**config.mk**
```make
export PLATFORM = sky130hd
export DESIGN_NAME = vram_arbiter
export DESIGN_NICKNAME = d
export VERILOG_FILES = /design/src/rtl/vram_arbiter.sv
export SDC_FILE = /design/constraint.sdc
export NUM_CORES = 1
export LEC_CHECK = 0
export CAP_MARGIN = 20
export CORE_MARGIN = 2
export CORE_UTILIZATION = 39
export DETAILED_ROUTE_END_ITERATION = 16
export DONT_BUFFER_PORTS = 1
export PLACE_DENSITY_LB_ADDON = 0.3
export SLEW_MARGIN = 0
export SYNTH_ARGS = -nofsm -noshare
export SYNTH_HDL_FRONTEND = slang
export SYNTH_SLANG_ARGS = --single-unit
```
**constraint.sdc**
```tcl
create_clock -name clk_vga -period 3.8 [get_ports clk_vga]
set_clock_uncertainty 0.1 [all_clocks]
set_input_delay 0.38 -clock clk_vga [delete_from_list [all_inputs] [get_ports clk_vga]]
set_output_delay 0.38 -clock clk_vga [all_outputs]
set_load 0.03 [all_outputs]
```
**src/rtl/vram_arbiter.sv**
```systemverilog
// Framebuffer RAM arbiter: a buffered PPU write stream shares one single-port RAM
// with 256-pixel scanout line bursts. States: IDLE (writes only) | RD_BURST (reads + steals) | RD_DRAIN (await returns).
module vram_arbiter #(
  parameter int WFIFO_DEPTH = 8,
  parameter int RUN_MAX     = 8,
  parameter int RD_LAT      = 2
) (
  input  logic        clk_vga,
  input  logic        reset,
  input  logic        wr_valid,
  output logic        wr_ready,
  input  logic [15:0] wr_addr,
  input  logic [7:0]  wr_data,
  input  logic        rd_req,
  input  logic [7:0]  rd_line,
  output logic        rd_busy,
  output logic        rd_done,
  output logic        rd_overrun,
  output logic        lb_we,
  output logic [7:0]  lb_addr,
  output logic [7:0]  lb_data,
  output logic [15:0] mem_addr,
  output logic        mem_we,
  output logic [7:0]  mem_wdata,
  input  logic [7:0]  mem_rdata
);

  localparam int AW = $clog2(WFIFO_DEPTH);
  localparam int CW = AW + 1;
  localparam int RW = $clog2(RUN_MAX + 1);

  typedef enum logic [1:0] {
    IDLE     = 2'd0,
    RD_BURST = 2'd1,
    RD_DRAIN = 2'd2
  } state_t;

  state_t        state_q;
  logic [7:0]    line_q;
  logic [7:0]    x_q;
  logic [RW-1:0] run_q;

  logic [23:0]   fifo_q [WFIFO_DEPTH];
  logic [AW-1:0] wptr_q;
  logic [AW-1:0] rptr_q;
  logic [CW-1:0] count_q;
  logic [23:0]   head;
  logic          push;
  logic          pop;
  logic          urgent;

  logic [RD_LAT:0] pipe_v_q;
  logic [7:0]      pipe_x_q [RD_LAT+1];

  logic          do_wr;
  logic          do_rd;
  logic [7:0]    rd_x;
  logic [7:0]    rd_y;

  logic [15:0]   mem_addr_q;
  logic          mem_we_q;
  logic [7:0]    mem_wdata_q;
  logic          lb_we_q;
  logic [7:0]    lb_addr_q;
  logic [7:0]    lb_data_q;
  logic          rd_busy_q;
  logic          rd_done_q;
  logic          rd_overrun_q;

  assign wr_ready   = (count_q < CW'(WFIFO_DEPTH));
  assign push       = wr_valid && wr_ready;
  assign pop        = do_wr;
  assign head       = fifo_q[rptr_q];
  assign urgent     = (count_q >= CW'(WFIFO_DEPTH - 2));

  assign mem_addr   = mem_addr_q;
  assign mem_we     = mem_we_q;
  assign mem_wdata  = mem_wdata_q;
  assign lb_we      = lb_we_q;
  assign lb_addr    = lb_addr_q;
  assign lb_data    = lb_data_q;
  assign rd_busy    = rd_busy_q;
  assign rd_done    = rd_done_q;
  assign rd_overrun = rd_overrun_q;

  // Slot choice for the next RAM cycle. An accepted rd_req with an empty FIFO
  // issues read x=0 straight away so the first address appears one cycle later.
  always_comb begin
    do_wr = 1'b0;
    do_rd = 1'b0;
    rd_x  = x_q;
    rd_y  = line_q;
    case (state_q)
      IDLE: begin
        if (count_q != '0) begin
          do_wr = 1'b1;
        end else if (rd_req) begin
          do_rd = 1'b1;
          rd_x  = 8'h00;
          rd_y  = rd_line;
        end
      end
      RD_BURST: begin
        if (urgent || ((run_q == RW'(RUN_MAX)) && (count_q != '0))) begin
          do_wr = 1'b1;
        end else begin
          do_rd = 1'b1;
        end
      end
      RD_DRAIN: do_wr = (count_q != '0);
      default: begin
        do_wr = 1'b0;
        do_rd = 1'b0;
      end
    endcase
  end

  always_ff @(posedge clk_vga) begin
    if (push) begin
      fifo_q[wptr_q] <= {wr_addr, wr_data};
    end
  end

  always_ff @(posedge clk_vga or posedge reset) begin
    if (reset) begin
      wptr_q  <= '0;
      rptr_q  <= '0;
      count_q <= '0;
    end else begin
      if (push) wptr_q <= wptr_q + AW'(1);
      if (pop)  rptr_q <= rptr_q + AW'(1);
      case ({push, pop})
        2'b10:   count_q <= count_q + CW'(1);
        2'b01:   count_q <= count_q - CW'(1);
        default: count_q <= count_q;
      endcase
    end
  end

  // Read-return tracker: one stage per cycle from address to registered data.
  always_ff @(posedge clk_vga or posedge reset) begin
    if (reset) begin
      pipe_v_q  <= '0;
      for (int i = 0; i <= RD_LAT; i++) pipe_x_q[i] <= 8'h00;
      lb_we_q   <= 1'b0;
      lb_addr_q <= 8'h00;
      lb_data_q <= 8'h00;
    end else begin
      pipe_v_q    <= {pipe_v_q[RD_LAT-1:0], do_rd};
      pipe_x_q[0] <= rd_x;
      for (int i = 1; i <= RD_LAT; i++) pipe_x_q[i] <= pipe_x_q[i-1];
      lb_we_q <= pipe_v_q[RD_LAT];
      if (pipe_v_q[RD_LAT]) begin
        lb_addr_q <= pipe_x_q[RD_LAT];
        lb_data_q <= mem_rdata;
      end
    end
  end

  always_ff @(posedge clk_vga or posedge reset) begin
    if (reset) begin
      state_q      <= IDLE;
      line_q       <= 8'h00;
      x_q          <= 8'h00;
      run_q        <= '0;
      mem_addr_q   <= 16'h0000;
      mem_we_q     <= 1'b0;
      mem_wdata_q  <= 8'h00;
      rd_busy_q    <= 1'b0;
      rd_done_q    <= 1'b0;
      rd_overrun_q <= 1'b0;
    end else begin
      rd_done_q    <= 1'b0;
      rd_overrun_q <= rd_req && rd_busy_q;

      if (do_wr) begin
        mem_we_q    <= 1'b1;
        mem_addr_q  <= head[23:8];
        mem_wdata_q <= head[7:0];
      end else if (do_rd) begin
        mem_we_q    <= 1'b0;
        mem_addr_q  <= {rd_y, rd_x};
      end else begin
        mem_we_q    <= 1'b0;
      end

      case (state_q)
        IDLE: begin
          if (rd_req) begin
            line_q    <= rd_line;
            rd_busy_q <= 1'b1;
            state_q   <= RD_BURST;
            x_q       <= do_rd ? 8'h01 : 8'h00;
            run_q     <= do_rd ? RW'(1) : '0;
          end
        end
        RD_BURST: begin
          if (do_wr) begin
            run_q <= '0;
          end else begin
            x_q <= x_q + 8'h01;
            if (run_q != RW'(RUN_MAX)) run_q <= run_q + RW'(1);
            if (x_q == 8'hFF) state_q <= RD_DRAIN;
          end
        end
        RD_DRAIN: begin
          if (pipe_v_q == '0) begin
            state_q   <= IDLE;
            rd_busy_q <= 1'b0;
            rd_done_q <= 1'b1;
          end
        end
        default: state_q <= IDLE;
      endcase
    end
  end

endmodule

```
Word level (Yosys, flattened, before mapping). Memories as Yosys holds them, arrays and structs flattened. Index checks and enable logic that the tools add are counted.

Flip-flop bits (word level): 104. Memory bits (writable): 192. Output and inout port bits: 46. Logic and storage cells: 94. Memories: 1.

Memory list: fifo_q (words 8, bits a word 24, rd ports 1, clocked after Yosys merged registers in 0, wr ports 1, line 43) `logic [23:0] fifo_q [WFIFO_DEPTH];`.

$add $sub $neg: 6. Order comparisons: 2. Equality and inequality tests: 12. Multiplexer cells: 38. Reductions and logical operators: 15.

Operator list (count): 8-bit 2-to-1 mux (8); 16-bit 2-to-1 mux (2); 4-bit case mux with 2 select lines (2); 8-bit case mux with 2 select lines (1); 1-bit 2-to-1 mux (14); 4-bit 2-to-1 mux (3); 3-bit AND reduction (3); 4-bit by 1-bit adder with 4-bit output, second input constant (2); 8-bit by 1-bit adder with 8-bit output, second input constant (1); 8-bit == test, second input constant (1); 2-bit 2-to-1 mux (4); 2-bit != test, second input constant (4); 2-bit nonzero test (4); 3-bit by 1-bit adder with 3-bit output, second input constant (2); 2-bit case mux with 3 select lines (1); 2-bit by 1-bit == test with 1-bit output, second input constant (2); 2-bit == test, second input constant (2); 4-bit == test, second input constant (1); 4-bit by 3-bit >= comparator with 1-bit output, second input constant (1); 4-bit less-than comparator, second input constant (1); 4-bit != test, second input constant (1); 1-bit case mux with 2 select lines (2); 4-bit AND reduction (1); 4-bit nonzero test (1); 7 further kinds (9).

Longest topological paths before layout. Gate-level depths: netlist of run 1.

Word-level depth: 8. Mapped depth: 14. Mapped depth without buffers: 13.

Worst setup path before layout of run 1. OpenSTA, ideal clock, no wires.

Kind: register to register. From: register count_q[3]. To: memory fifo_q[4][0], enable pin. Setup time: 435 ps. Data arrival time: 2599 ps. Required time: 3265 ps. Slack: 666 ps. Cell stages (with the launch flop): 4. Path buffers: 0. Cells stage by stage: dfrtp_1 -> nor2b_1 -> nand2_1 -> nor3_1.

Word-level cells in the longest chain between the ends: 4.

RTL lines: from (decl) (line 46) `logic [CW-1:0] count_q;`; from (signal assigned) (line 133) `2'b10: count_q <= count_q + CW'(1);`; from (signal assigned) (line 134) `2'b01: count_q <= count_q - CW'(1);`; from (signal assigned) (line 135) `default: count_q <= count_q;`; 4-bit less-than comparator (line 70) `assign wr_ready = (count_q < CW'(WFIFO_DEPTH));`; 1-bit logical AND (line 71) `assign push = wr_valid && wr_ready;`; 1-bit 2-to-1 mux (line 119) `if (push) begin`; 1-bit 2-to-1 mux (implied by the code) (line 120) `fifo_q[wptr_q] <= {wr_addr, wr_data};`; to (decl) (line 43).

Every way passes these cells.

Worst setup path in the final report of run 1.
From: register run_q[1]. To: register count_q[2].

Word-level cells in the longest chain between the ends: 7.

RTL lines: from (decl) (line 41) `logic [RW-1:0] run_q;`; from (signal assigned) (line 194) `run_q <= do_rd ? RW'(1) : '0;`; from (signal assigned) (line 202) `if (run_q != RW'(RUN_MAX)) run_q <= run_q + RW'(1);`; 4-bit == test (*) (line 104) `if (urgent || ((run_q == RW'(RUN_MAX)) && (count_q != '0))) begin`; 1-bit logical AND (*) (line 104); 1-bit logical OR (*) (line 104); 1-bit 2-to-1 mux (*) (line 104); 1-bit case mux with 3 select lines (*) (line 93) `case (state_q)`; via do_wr (line 55) `logic do_wr;`; 2-bit by 1-bit == test with 1-bit output / 2-bit == test (equally long branches) (line 132) `case ({push, pop})`; 4-bit case mux with 2 select lines / 2-bit nonzero test (equally long branches).

The timed path passes the listed nets; every way through them passes the cells marked *. A chain may end at the register's enable or synchronous reset.

==> metrics.txt, run 1 <==
Placed Cells=1012; number of remaining DRC errors=0; grt total ovfl=0; sum of negative setup slack=0 ns; unrepaired setup endpoints after global routing=false; Final Slew Violations=0; biggest area contributors in the synthesized netlist=edfxtp_1 50%, dfrtp_1 23%, mux4_2 9.4%, mux2_2 2.1%, mux2i_1 1.9%; drt first-iter violations=473; Seq/Total Area, Yosys=73.02%; Die Width=175.4 µm; class of the tightest hold or removal check=in2reg; power share of the sequential group=47.8%; HPWL after detailed placement=15230 µm; Clk network pwr share=27.4%; TritonCTS Sinks=296; Rows=62; vertical extent of the die=175.4 µm; via count of the first global-routing pass=6315; area leader, netlist=edfxtp_1; share of cells above drive strength 1=23.66%; fraction of power spent switching nets=33.57%; top library cells by usage in the layout, fill and taps aside=192 x edfxtp_1, 102 x dfrtp_1, 48 x mux4_2, 42 x dlygate4sd3_1, 36 x nand2_1; xor/xnor cell area share of the yosys netlist=0.8407%; Die Area=0.03077 mm²; Cell Int Power=7.307 mW; complex-gate fraction of the synthesized area=5.033%; Final Hold Viols=0; result of the run=completed; portion of netlist area occupied by mux cells=13.55%; min Tclk post-route=2.885 ns; total number of yosys warnings=0; syn nets=691; Max Clock Freq=346.7 MHz; slew at the pin closest to its max-slew limit=0.9707 ns; static power due to leakage=4.845 nW; global-route wire length before repair=38120 µm; Worst Path Arrival=3.21 ns; top-area cell type share of the netlist area=50.31%; Cell Area, Synth=0.01146 mm²; layer with the highest usage after global routing=met2; Adder-Cell Fraction of Synth Area=0.8735%; combinational share of power=24.8%; total global-route track usage=16.38%; first-pass detailed-route iteration total=5; Top Ports=90; Core Area=0.02878 mm²; cells resized by post-CTS repair=0; ratio of routed vias to standard cells=5.416; total number of vias=6017; count of antenna-violating nets left after detailed routing=0; number of CTS-inserted buffers=30; prevailing post-synth register cell=edfxtp_1; Buffers on Ports=0; total length of routed wires=24980 µm; Initial Utilization=39.82%; post-route clock period utilization=75.91%; Setup Crit Path Kind=reg2reg; met2 Use GR=27.99%; Distinct cells, synth=56; GR Util met1=21.36%; Final nets=755; final weighted congestion in routability-driven placement=0.8151; power density over the cells=815.6 mW/mm²; switching power total=3.692 mW; setup fix buffers added after clock tree synthesis=0; critical-path maximum fanout=9; sort of element at the end of the critical path=flip-flop; Max rail drop VDD=0.4779 mV; Worst setup SP type=flip-flop; most common cell after layout, fill and taps aside=edfxtp_1; diode count=0; Seq cells post-synth=296; Slew Limit Headroom=35.28%; post-cts hold buffer count=42; clock tree from TritonCTS=built; Syn Inst Count=639; signed area change from the synthesized netlist to the final layout=17.68%; antenna violations before repair=0; clock-pin slew on the worst setup and hold paths=0.06 ns; maximum number of pins on one net before global-route repair=60; clock root buffer master=clkbuf_16; Maximum Capacitance Violations=0; main combinational cell family by area after synthesis=multiplexers; H-tree depth=1; Final setup viols=0; clk_lat worst skew=0.56 ns; count of non-filler cells in the finished layout=1111; critical path required time=4.13 ns; deepest clock path buffer count=3; number of inserted filler cells in the final layout=2413; routed length per placed instance=22.48 µm; area fraction in and, or, nand and nor cells after synthesis=5.022%; post-synthesis async set-or-reset flop share=35.14%; mean instance size in the synthesized netlist=17.93 µm²; number of synthesized flops with an enable pin=192; met3 usage in global routing=3.615%
[cells by family (layout without fill, tap and decap cells)]
family          after synthesis  count (layout)
compound gates               81              81
xor+xnor                     11              11
mux                          92              92
flops                       296             296
simple gates                111             111
buf+inv                      40             128
fa+ha+maj                     8               8
[critical path, cell delays in order (launching register included)]
cell and delay, ns:
dfrtp_1 0.40, inv_1 0.09, ha_1 0.16, nand3b_1 0.17, or3_1 0.37, and2_2 0.20
inv_2 0.16, ha_1 0.32, xor2_1 0.11, ha_1 0.19, a21oi_1 0.14, xor2_1 0.15
nor2_1 0.06, xor2_1 0.14
[synth_stat cells (all sizes together), types with 2 or more instances]
| cell type | instances |
|---|---|
| nand4 | 3 |
| nand3 | 14 |
| dfrtp | 104 |
| mux4 | 48 |
| clkbuf | 14 |
| xnor2 | 5 |
| nor4 | 2 |
| o221ai | 5 |
| inv | 7 |
| nor2b | 2 |
| o21a | 2 |
| and3b | 2 |
| a221oi | 5 |
| mux2 | 22 |
| and2 | 10 |
| o22ai | 13 |
| nor3 | 9 |
| edfxtp | 192 |
| xor2 | 6 |
| or2 | 2 |
| o211ai | 9 |
| a22oi | 4 |
| or4 | 2 |
| mux2i | 22 |
| nand2 | 36 |
| o21ai | 15 |
| or3 | 3 |
| o31ai | 2 |
| a21oi | 14 |
| nor2 | 13 |
| buf | 19 |
| nand2b | 5 |
| a211oi | 4 |
| and3 | 5 |
| ha | 8 |
| a21o | 2 |
[metrics by stage]
stage | hold slack (ns) | area, µm² | power, mW | util, % | worst slack [ns]
after floorplan | 0.2312 | 11460 | 7.160 | - | 0.5878
after global placement | 0.2321 | 12010 | 7.889 | 41.73 | 1.015
after detailed placement | 0.2347 | 12010 | 8.003 | 41.73 | 0.9355
after CTS | 0.003888 | 13470 | 11.09 | 46.80 | 0.9033
after global routing | 0.009115 | 13490 | 11.56 | 46.86 | 0.7003
final | 0.006903 | 13490 | 11.00 | 46.86 | 0.9155
[worst paths after layout]
check	startpoint	end	slack, ns	depth (start not counted)
worst max-delay path	run_q[1]$_DFFE_PP0P_	count_q[2]$_DFFE_PP0P_	0.92	13
worst min-delay path	rd_line[6]	mem_addr[14]$_DFFE_PP0P_	0.007	2
worst max register to register	run_q[1]$_DFFE_PP0P_	count_q[2]$_DFFE_PP0P_	0.92	13
worst min register to register	pipe_x_q[20]$_DFF_PP0_	pipe_x_q[12]$_DFF_PP0_	0.25	0
max in group asynchronous	reset	lb_addr[7]$_DFFE_PP0P_	2.43	3
min in group asynchronous	reset	lb_data[6]$_DFFE_PP0P_	0.36	2
[layer usage]
| metal | wire (µm) | share of wire, % | up-vias |
|---|---|---|---|
| met5 | 0 | 0 | - |
| met1 | 10230 | 41 | 3136 |
| met2 | 12400 | 50 | 205 |
| met3 | 1769 | 7.1 | 44 |
| met4 | 576 | 2.3 | 0 |
| li1 | - | - | 2632 |
[sequential cells by signal (all words and copies together) (netlist names), 8 cells and up]
name       flops
mem_addr      16
mem_wdata      8
pipe_x_q      24
lb_addr        8
lb_data        8
line_q         8
fifo_q       192
x_q            8
[power groups by stage]
stage / registers (mW) / logic, mW / clock network (mW)
6_report: 5.26 / 2.72 / 3.02
5_1_grt: 5.36 / 2.99 / 3.21
4_1_cts: 5.27 / 2.74 / 3.07
3_5_place_dp: 5.34 / 2.67 / 0
3_3_place_gp: 5.29 / 2.60 / 0
2_1_floorplan: 4.94 / 2.22 / 0
[layout make-up]
cell class	count	area, µm²	area share, %
clock buffers	38	850.8	6.309
inverters	7	28.78	0.2134
flip-flops and latches	296	8371	62.07
clock inverters	18	190.2	1.410
well taps	384	480.5	3.563
multi-input cells	303	2927	21.70
repair buffers	65	638.1	4.732
(Power assumes the default switching activity.)
==> inputs of run 2 (changes only) <==
--- a/config.mk
+++ b/config.mk
@@ -5,6 +5,7 @@
 export SDC_FILE = /design/constraint.sdc
 export NUM_CORES = 1
 export LEC_CHECK = 0
+export ABC_AREA = 1
 export CAP_MARGIN = 20
 export CORE_MARGIN = 2
 export CORE_UTILIZATION = 39
==> constraint.sdc (replaced) <==
create_clock -name clk_vga -period 2.55 [get_ports clk_vga]
set_clock_uncertainty 0.1 [all_clocks]
set_input_delay 0.255 -clock clk_vga [delete_from_list [all_inputs] [get_ports clk_vga]]
set_output_delay 0.255 -clock clk_vga [all_outputs]
set_load 0.03 [all_outputs]
==> metrics.txt, run 2 <==
setup slack after layout=0.2007 ns (-0.7147 ns); power density over the cells=1189 mW/mm² (+46%); worst-path cell with the longest stage delay=dfrtp_1; sequential cell area in the final layout=0.008369 mm² (about the same); number of stages on the worst hold path=6 (+4); clock root buffer master=clkbuf_16; clock-pin slew on the worst setup and hold paths=0.06 ns (about the same); drt first-iter violations=427 (-9.7%); ratio of routed vias to standard cells=4.846 (-11%); Final Slew Violations=0 (unchanged); area leader, netlist=edfxtp_1; HPWL after detailed placement=16110 µm (+5.8%); Max Clock Freq=425.7 MHz (+23%); total number of yosys warnings=0 (unchanged); Max rail drop VDD=0.5084 mV (+6.4%); number of CTS-inserted buffers=31 (+3.3%); share of cells above drive strength 1=9.701% (-14 points); family of cells with the greatest summed delay on the critical path=simple AND/OR/NAND/NOR gates; Final nets=1267 (+68%); maximum number of pins on one net before global-route repair=73 (+22%); prevailing post-synth register cell=edfxtp_1; post-synthesis async set-or-reset flop share=35.14% (unchanged); via count of the first global-routing pass=7721 (+22%); delay of the slowest cell on the worst path=0.42 ns (+0.02 ns); Syn Inst Count=1155 (+81%); final weighted congestion in routability-driven placement=0.8052 (-1.2%); deepest clock path buffer count=3 (unchanged); grt total ovfl=0 (unchanged); Die Area=0.03283 mm² (+6.7%); Slew Limit Headroom=51.73% (+16 points); Buffers on Ports=0 (unchanged); cell types with the highest counts after synthesis=351 x nand2_1, 192 x edfxtp_1, 113 x nor2_1; sum of negative setup slack=0 ns (unchanged); slew at the pin closest to its max-slew limit=0.7240 ns (-0.2467 ns); Worst setup SP type=flip-flop; Core Area=0.03075 mm² (+6.8%); routed length per placed instance=16.53 µm (-26%); Cell Int Power=10.29 mW (+41%); total number of vias=7928 (+32%); top-area cell type share of the netlist area=47.09% (-3.2 points); global-route wire length before repair=43080 µm (+13%); biggest area contributors in the synthesized netlist=edfxtp_1 47%, dfrtp_1 21%, nand2_1 11%, nor2_1 3.5%, inv_1 3.4%; H-tree depth=1 (unchanged); Critical path buffers and inverters=1 (-1); CP Depth=14 (+1); Placed Cells=1535 (+52%); Top Ports=90 (unchanged); count of cells along the worst register-to-register path=14 (+1); number of inserted filler cells in the final layout=2837 (+18%); Cell Area, Synth=0.01224 mm² (+6.8%); antenna violations before repair=3 (+3); Clk network pwr share=24.3% (-3.1 points); number of synthesized flops with an enable pin=192 (unchanged); Seq/Total Area, Yosys=68.34% (-4.7 points); syn nets=1207 (+75%); most common cell after layout, fill and taps aside=nand2_1; Initial Utilization=39.82% (about the same); top library cells by usage in the layout, fill and taps aside=351 x nand2_1, 192 x edfxtp_1, 111 x inv_1, 104 x nor2_1, 103 x dfrtp_1; first-pass detailed-route iteration total=5 (unchanged); count of non-filler cells in the finished layout=1636 (+47%); min Tclk post-route=2.349 ns (-0.5353 ns); Die Width=181.2 µm (+3.3%); post-route clock period utilization=92.13% (+16 points); static power due to leakage=6.121 nW (+26%); count of antenna-violating nets left after detailed routing=0 (unchanged); TritonCTS Sinks=296 (unchanged); Largest Register=fifo_q; Distinct cells, synth=37 (-34%); flip-flop count of the largest register, all copies and words added=192 (unchanged); power share of the sequential group=42.7% (-5.1 points); total global-route track usage=16.65% (+0.28 points); clock tree from TritonCTS=built; mean instance size in the synthesized netlist=10.60 µm² (-41%); total length of routed wires=27040 µm (+8.3%); Setup Crit Path Kind=reg2reg; setup fix buffers added after clock tree synthesis=0 (unchanged); Seq cells post-synth=296 (unchanged); switching power total=6.695 mW (+81%); Maximum Capacitance Violations=0 (unchanged); Final setup viols=0 (unchanged); placement-stage worst setup slack=0.003290 ns (-0.9322 ns); result of the run=completed; number of remaining DRC errors=0 (unchanged); class of the tightest hold or removal check=in2reg; signed area change from the synthesized netlist to the final layout=16.73%; fraction of power spent switching nets=39.41% (+5.8 points); combinational share of power=33.0% (+8.2 points); post-route worst hold slack=0.05686 ns (+0.04996 ns); critical-path cell list=inv_1, ha_1, nand2_1, nor2_2, nand2_2, nand2_2, nand2_4, nand2_4, ha_4, xor2_2, ha_1, a21oi_1, or2_2, a31oi_1; vertical extent of the die=181.2 µm (+3.3%); critical path required time=2.91 ns (-1.22 ns); sort of element at the end of the critical path=flip-flop; library cell with the highest instance count after synthesis=nand2_1; clk_lat worst skew=0.55 ns (about the same); critical-path maximum fanout=8 (-1); total area of multi-input combinational cells=0.003271 mm² (+12%); Worst Path Arrival=2.71 ns (-0.50 ns); Rows=64 (+3.2%); Final Hold Viols=0 (unchanged)
==> run 2: changes by cell type in the layout (fill, tap and decap cells not counted), moves of 8 or more <==
cell,before,now
o22ai_1,13,5
nor2_1,7,104
mux2i_1,22,0
nand2_1,36,351
o21ai_0,15,73
mux4_2,48,0
inv_1,5,111
and2_1,9,0
nand3_1,14,65
==> run 2: per-stage QoR <==
stage | util [%] | power, mW | area [µm²]
3_5_place_dp | 41.94 | 12.87 | 12900
4_1_cts | 46.38 | 17.14 | 14260
2_1_floorplan | - | 11.11 | 12260
6_report | 46.48 | 16.99 | 14290
3_3_place_gp | 41.94 | 12.73 | 12900
5_1_grt | 46.46 | 18.19 | 14290
==> run 2: final cells by class <==
class | instances | area share, %
Sequential cell | 296 | 58.56
Clock inverter | 15 | 0.7266
Tap cell | 396 | 3.467
Inverter | 116 | 3.073
Antenna cell | 3 | 0.05253
Clock buffer | 40 | 5.813
Timing Repair Buffer | 74 | 5.428
Multi-Input combinational cell | 696 | 22.88
==> run 2: final timing paths <==
kind / startpoint / slack, ns / to
max: run_q[0]$_DFFE_PP0P_ / 0.20 / count_q[2]$_DFFE_PP0P_
min: rd_line[0] / 0.06 / mem_addr[8]$_DFFE_PP0P_
max reg2reg: run_q[0]$_DFFE_PP0P_ / 0.20 / count_q[2]$_DFFE_PP0P_
min reg2reg: pipe_x_q[12]$_DFF_PP0_ / 0.25 / pipe_x_q[4]$_DFF_PP0_
max in group asynchronous: reset / 1.51 / run_q[1]$_DFFE_PP0P_
min in group asynchronous: reset / 0.14 / line_q[2]$_DFFE_PP0N_
==> run 2: layer usage <==
layer | wire (µm) | up-vias | track usage [%]
met1 | 12220 | 3779 | 22.61
met3 | 1765 | 45 | 4.092
li1 | - | 3906 | -
met2 | 12520 | 198 | 27.19
met4 | 546 | 0 | 3.642
met5 | 0 | - | 0
==> run 2: logic make-up (layout without fill, tap and decap cells) <==
kind of cell / count (synthesis) / count (layout) / share of synthesized area, %
AO/OA/AOI/OAI: 106 / 106 / 4.701
XOR/XNOR: 10 / 10 / 0.7154
AND/OR/NAND/NOR: 556 / 556 / 18.66
flip-flops: 296 / 296 / 68.34
adder cells (fa/ha/maj): 8 / 8 / 0.8175
multiplexers: 16 / 16 / 1.471
other: 0 / 3 / 0
buffers and inverters: 163 / 245 / 5.293
==> run 2: what timing repair did <==
item,in CTS,in global routing
endpoints found under the setup margin,0,1
gates resized for setup,0,4
endpoints found under the hold margin,301,0
hold buffers,43,0
==> run 2: power by group through the flow <==
| stage | Sequential, mW | Combinational (mW) | Clock (mW) |
|---|---|---|---|
| floorplan | 7.10 | 4.01 | 0 |
| global placement | 7.32 | 5.41 | 0 |
| detailed placement | 7.34 | 5.52 | 0 |
| CTS | 7.25 | 5.64 | 4.25 |
| global route | 7.36 | 6.39 | 4.44 |
| finish | 7.25 | 5.61 | 4.13 |
==> run 2: worst reg2reg max path: stages (launching register included) <==
cell and delay [ns]:
dfrtp_1 0.42, inv_1 0.08, ha_1 0.13, nand2_1 0.06
nor2_2 0.13, nand2_2 0.10, nand2_2 0.10, nand2_4 0.09
nand2_4 0.09, ha_4 0.16, xor2_2 0.17, ha_1 0.16
a21oi_1 0.05, or2_2 0.30, a31oi_1 0.13
